### src/rtl/pe_dual_mode.sv
// pe_dual_mode: systolic-array processing element with selectable dataflow.
// The processing element supports two dataflows:
//   WS (mode=0): partial sums pass through, c_out = sat(a*w + c_in).
//   OS (mode=1): products accumulate locally; acc_load drains acc into the
//                vertical result chain, which otherwise shifts c_in south.
// Operands are signed or unsigned at runtime (signed_en). Sums can clamp
// (SATURATE=1) or wrap (SATURATE=0). Either way, overflow sets a sticky ovf.
// Ports:
//   clk, rst                               clock, synchronous active-high reset
//   mode, signed_en                        quasi-static configuration
//   a_in/a_valid_in/a_clear_in             activation from west
//   a_out/a_valid_out/a_clear_out          registered copies to east
//   b_path_in/b_path_en_in/b_en_in         weight chain from north
//   b_path_out/b_path_en_out/b_en_out      weight chain to south
//   c_in/c_valid_in, acc_load              partial sum / drain data from north
//   c_out/c_valid_out                      result to south
//   ovf                                    sticky overflow flag
module pe_dual_mode #(
    parameter int unsigned INP_DATA_WIDTH = 8,
    parameter int unsigned WGT_DATA_WIDTH = 8,
    parameter int unsigned ARRAY_N        = 16,
    parameter int unsigned PE_OUT_WIDTH   = INP_DATA_WIDTH + WGT_DATA_WIDTH + $clog2(ARRAY_N),
    parameter int unsigned SATURATE       = 1
) (
    input  logic                      clk,
    input  logic                      rst,
    input  logic                      mode,
    input  logic                      signed_en,
    input  logic [INP_DATA_WIDTH-1:0] a_in,
    input  logic                      a_valid_in,
    input  logic                      a_clear_in,
    output logic [INP_DATA_WIDTH-1:0] a_out,
    output logic                      a_valid_out,
    output logic                      a_clear_out,
    input  logic [WGT_DATA_WIDTH-1:0] b_path_in,
    input  logic                      b_path_en_in,
    input  logic                      b_en_in,
    output logic [WGT_DATA_WIDTH-1:0] b_path_out,
    output logic                      b_path_en_out,
    output logic                      b_en_out,
    input  logic [PE_OUT_WIDTH-1:0]   c_in,
    input  logic                      c_valid_in,
    input  logic                      acc_load,
    output logic [PE_OUT_WIDTH-1:0]   c_out,
    output logic                      c_valid_out,
    output logic                      ovf
);

    localparam int unsigned W  = PE_OUT_WIDTH;
    localparam int unsigned AW = INP_DATA_WIDTH;
    localparam int unsigned BW = WGT_DATA_WIDTH;

    logic [BW-1:0] active_w;
    logic [W-1:0]  prod;
    logic          prod_valid;
    logic          prod_clear;
    logic [W-1:0]  acc;

    logic [W-1:0]  a_ext;
    logic [W-1:0]  w_ext;
    logic [W:0]    ws_res;
    logic [W:0]    os_res;

    // Adds x + y at W+1 bits. Returns {overflow, result}. On overflow the
    // result is clamped when SATURATE is set and wrapped otherwise.
    function automatic logic [W:0] sat_add(input logic [W-1:0] x,
                                           input logic [W-1:0] y,
                                           input logic         sgn);
        logic [W:0]   sum;
        logic         ov;
        logic [W-1:0] res;
        if (sgn) begin
            sum = {x[W-1], x} + {y[W-1], y};
            ov  = sum[W] ^ sum[W-1];
        end else begin
            sum = {1'b0, x} + {1'b0, y};
            ov  = sum[W];
        end
        res = sum[W-1:0];
        if (ov && (SATURATE != 0)) begin
            if (sgn) begin
                res = sum[W] ? {1'b1, {(W-1){1'b0}}} : {1'b0, {(W-1){1'b1}}};
            end else begin
                res = '1;
            end
        end
        return {ov, res};
    endfunction

    // Extend the operands to the accumulator width. The low W bits of the
    // product are then correct for both signed and unsigned operands.
    always_comb begin
        a_ext  = signed_en ? {{(W-AW){a_out[AW-1]}}, a_out}
                           : {{(W-AW){1'b0}}, a_out};
        w_ext  = signed_en ? {{(W-BW){active_w[BW-1]}}, active_w}
                           : {{(W-BW){1'b0}}, active_w};
        ws_res = sat_add(prod, c_in, signed_en);
        os_res = sat_add(acc, prod, signed_en);
    end

    // Horizontal pass-through and weight double buffer
    always_ff @(posedge clk) begin
        if (rst) begin
            a_out         <= '0;
            a_valid_out   <= 1'b0;
            a_clear_out   <= 1'b0;
            b_path_out    <= '0;
            b_path_en_out <= 1'b0;
            b_en_out      <= 1'b0;
            active_w      <= '0;
        end else begin
            a_out         <= a_in;
            a_valid_out   <= a_valid_in;
            a_clear_out   <= a_clear_in;
            b_path_en_out <= b_path_en_in;
            b_en_out      <= b_en_in;
            if (b_path_en_in) b_path_out <= b_path_in;
            // If both enables are high, active takes the pre-edge shadow.
            if (b_en_in)      active_w   <= b_path_out;
        end
    end

    // Multiply stage
    always_ff @(posedge clk) begin
        if (rst) begin
            prod       <= '0;
            prod_valid <= 1'b0;
            prod_clear <= 1'b0;
        end else begin
            prod       <= a_ext * w_ext;
            prod_valid <= a_valid_out;
            prod_clear <= a_clear_out;
        end
    end

    // Add stage: WS pass-through sum, or OS accumulate plus drain shift
    always_ff @(posedge clk) begin
        if (rst) begin
            acc         <= '0;
            c_out       <= '0;
            c_valid_out <= 1'b0;
            ovf         <= 1'b0;
        end else if (!mode) begin
            c_out       <= ws_res[W-1:0];
            c_valid_out <= prod_valid;
            if (prod_valid && ws_res[W]) ovf <= 1'b1;
        end else begin
            if (prod_valid) begin
                if (prod_clear) begin
                    acc <= prod;
                    ovf <= 1'b0;
                end else begin
                    acc <= os_res[W-1:0];
                    if (os_res[W]) ovf <= 1'b1;
                end
            end
            // acc_load drains the accumulator value from before this edge.
            if (acc_load) begin
                c_out       <= acc;
                c_valid_out <= 1'b1;
            end else begin
                c_out       <= c_in;
                c_valid_out <= c_valid_in;
            end
        end
    end

endmodule

### config.mk
export PLATFORM = sky130hd
export DESIGN_NAME = pe_dual_mode
export DESIGN_NICKNAME = d
export VERILOG_FILES = /design/src/rtl/pe_dual_mode.sv
export SDC_FILE = /design/constraint.sdc
export NUM_CORES = 1
export LEC_CHECK = 0
export ABC_AREA = 1
export CAP_MARGIN = 20
export CORE_ASPECT_RATIO = 1.25
export CORE_MARGIN = 3
export CORE_UTILIZATION = 50
export CTS_CLUSTER_DIAMETER = 100
export CTS_CLUSTER_SIZE = 25
export DETAILED_ROUTE_END_ITERATION = 16
export HOLD_SLACK_MARGIN = 0.08
export PLACE_DENSITY = 0.72
export SYNTH_ARGS = -nofsm -noshare
export SYNTH_HDL_FRONTEND = slang
export SYNTH_SLANG_ARGS = --single-unit
### constraint.sdc
create_clock -name clk -period 15.86 [get_ports clk]
set_clock_uncertainty 0.05 [all_clocks]
set_input_delay 1.586 -clock clk [delete_from_list [all_inputs] [get_ports clk]]
set_output_delay 1.586 -clock clk [all_outputs]
set_load 0.01 [all_outputs]
==> impl_metrics.yaml <==
setup_path:
  critical_path_class: "in -> reg"
  crit_required_ps: 16100
  cp_max_fo: 15
  crit_path_max_incr_delay_ps: 900
  worstPathArrival_ps: 8620
  critPathLaunchType: "primary input"
  slowest_stage: "clkdlybuf4s50_1"
  cp-end-kind: "flop"
timing:
  period_share: 0.528
  post-route-min-period_ps: 8380
  slew_headroom: 0.320
  whs_ps: 370
  hold_viol: 0
  fin_tns_setup_ps: 0
  rsz0062_at_grt: "false"
  drv_slew: 0
  setup_viol: 0
  fin_ws_ps: 7480
  fmax_ghz: 0.119
  worstMarginPinSlew_ps: 1020
synthesis:
  synth-seq-area-share: 0.159
  synth_mux_area_frac: 0
  synth_flop_cell: "dfxtp_1"
  synthDistinctLibCells: 44
  synth-simple-area-share: 0.274
  syn_avg_cell_area_um2: 6.74
  synth_area_um2: 11600
  synth_compound_area_frac: 0.0972
  synthAdderAreaFrac: 0.305
  synth-xor-area-share: 0.0316
  syn_inst: 1719
  syn-num-nets: 1984
  synthArstFlopShare: 0
  synth_seq_cells: 92
  ys_warn_count: 0
  synth_top_family_by_area: "adder cells"
  synth_edf_count: 0
finish:
  fin_util: 0.573
  n_antenna_cell: 0
  area_delta_synth_final_pct: 11.2
  fin_nets: 2034
  drive_above_1_share: 0.0400
route:
  top_layer: "met4"
  drt-pass1-iter-count: 5
  wl_per_cell_um: 16.2
  route.vias.total: 10648
  avgViaCountPerCell: 5.18
  first_iter_violations: 413
  wl_met1_um: 13100
  met3WireLength_um: 955
  routed_wl_um: 33400
  wl_met2_um: 18100
  detail-route-antenna-nets: 0
  drc: 0
flow_run:
  maxCapViolations: 0
grt:
  grt_max_degree: 59
  overflow: 0
  grt_pass1_vias: 10853
  track_usage: 0.276
  grt_antenna_before_repair: 0
  grt_pass1_wl_um: 54800
floorplanning:
  core_um2: 22500
  die_h_um: 176
  die_area_um2: 25100
  start_util: 0.515
  rows: 61
  ios: 88
  die_w_um: 142
clock_tree:
  clkLatencyLatePin_ps: 360
  clk_pin_slew_ps: 70
  cts_tree: "yes"
  cts_setup_buffers: 0
  root_buffer: "clkbuf_16"
  cts_sinks: 92
  cts_made_buffers: 9
  clock_path_buffers: 2
  h-tree-depth: 3
  postCtsResizedCells: 0
  ctsHoldBuffers: 0
outcome:
  run_status: "completed"
placed_design:
  io_buffers: 87
  place.gp.congestion: 0.984
  dpl.hpwl_um: 27400
  dp_worst_setup_slack_ps: 7130
power_and_ir_drop:
  vdd_ir_drop_max_v: 0.0000522
  p_leak_uw: 0.00720
  powerDensity_nw_per_um2: 68.2
  finalPower_uw: 880
hold_path:
  hp-class: "reg -> reg"
[registers in the layout, summed over array words and instances, names as in the netlist]
signal	cells
active_w	8
a_valid_out	1
ovf	1
prod_clear	1
b_path_out	8
b_path_en_out	1
a_clear_out	1
a_out	8
c_out	20
b_en_out	1
prod_valid	1
prod	20
c_valid_out	1
acc	20
[cells in the final DEF (no fill, tap or decap), drive strengths merged, types with 12 or more instances in the layout]
master,Yosys,layout
nand3,78,78
nor3,12,12
nand2,434,434
dfxtp,92,92
fa,106,106
xnor2,26,26
nand3b,15,15
a21oi,108,108
o21ai,75,75
inv,349,353
clkdlybuf4s50,0,86
xor2,15,15
ha,113,113
nand4,12,12
nor2,199,199
[critical path: cells and delay by family]
family | cells | cell delay (ps)
compound gates | 1 | 60
fa+ha+maj | 8 | 4110
buf+inv | 9 | 1780
simple gates | 7 | 1070
[area by class of cell]
| type | instances | area, µm² |
|---|---|---|
| tap | 283 | 354 |
| clock inverter | 6 | 53.8 |
| fill | 2235 | 9620 |
| sequential | 92 | 1840 |
| timing repair buffer | 90 | 888 |
| multi-input combinational | 1226 | 8200 |
| inverter | 350 | 1310 |
| clock buffer | 10 | 239 |
[logic make-up (layout without fill, tap and decap cells)]
family | count (synthesis) | in the layout
flops | 92 | 92
simple gates | 758 | 758
xor+xnor | 41 | 41
buf+inv | 401 | 456
fa+ha+maj | 219 | 219
compound gates | 208 | 208
[synthesized netlist by cell type, types with 2 or more instances]
| library cell | count | area, µm² |
|---|---|---|
| nand2_1 | 423 | 1590 |
| inv_1 | 336 | 1260 |
| nor2_1 | 195 | 732 |
| ha_1 | 113 | 1410 |
| fa_1 | 106 | 2120 |
| a21oi_1 | 103 | 515 |
| dfxtp_1 | 92 | 1840 |
| o21ai_0 | 74 | 370 |
| nand3_1 | 70 | 350 |
| clkbuf_1 | 35 | 131 |
| xnor2_1 | 25 | 219 |
| nand3b_1 | 15 | 113 |
| xor2_1 | 15 | 131 |
| inv_2 | 13 | 48.8 |
| nand4_1 | 12 | 75.1 |
| nor3_1 | 10 | 50.1 |
| buf_2 | 8 | 40.0 |
| nand2_2 | 8 | 50.1 |
| nand3_2 | 8 | 80.1 |
| a31oi_1 | 6 | 37.5 |
| a21oi_2 | 5 | 43.8 |
| o21bai_1 | 5 | 37.5 |
| a21o_1 | 4 | 30.0 |
| buf_6 | 4 | 45.0 |
| o21a_1 | 4 | 30.0 |
| or2_2 | 4 | 25.0 |
| buf_1 | 3 | 11.3 |
| nand2_4 | 3 | 33.8 |
| nor2_2 | 3 | 18.8 |
| nor3_2 | 2 | 20.0 |
| o211ai_1 | 2 | 15.0 |
[metal layers]
layer,vias up,global-route usage
li1,5367,-
met3,70,0.0217
met4,0,0.100
met5,-,0
met1,4991,0.307
met2,220,0.537
[path summary, 6_finish.rpt]
check,from,to,slack [ps],cells after the start
max reg2reg,a_out[7],prod[19],8950,24
min reg2reg,a_valid_out,prod_valid,370,2
min,a_valid_out,prod_valid,370,2
max,signed_en,prod[19],7480,25
[per-stage QoR]
| stage | cells | cell area, µm² |
|---|---|---|
| global route | 2057 | 12900 |
| finish | 2057 | 12900 |
| CTS | 2057 | 12900 |
| floorplan | 1719 | 11600 |
| detailed placement | 2041 | 12600 |
| global placement | 2041 | 12600 |
[power by group]
group | internal (µW) | switching [µW] | total, µW
sequential | 253 | 29.0 | 282
clock | 114 | 109 | 223
combinational | 149 | 226 | 375
total | 516 | 364 | 880
Note: power is estimated with default switching activity, not from simulation.
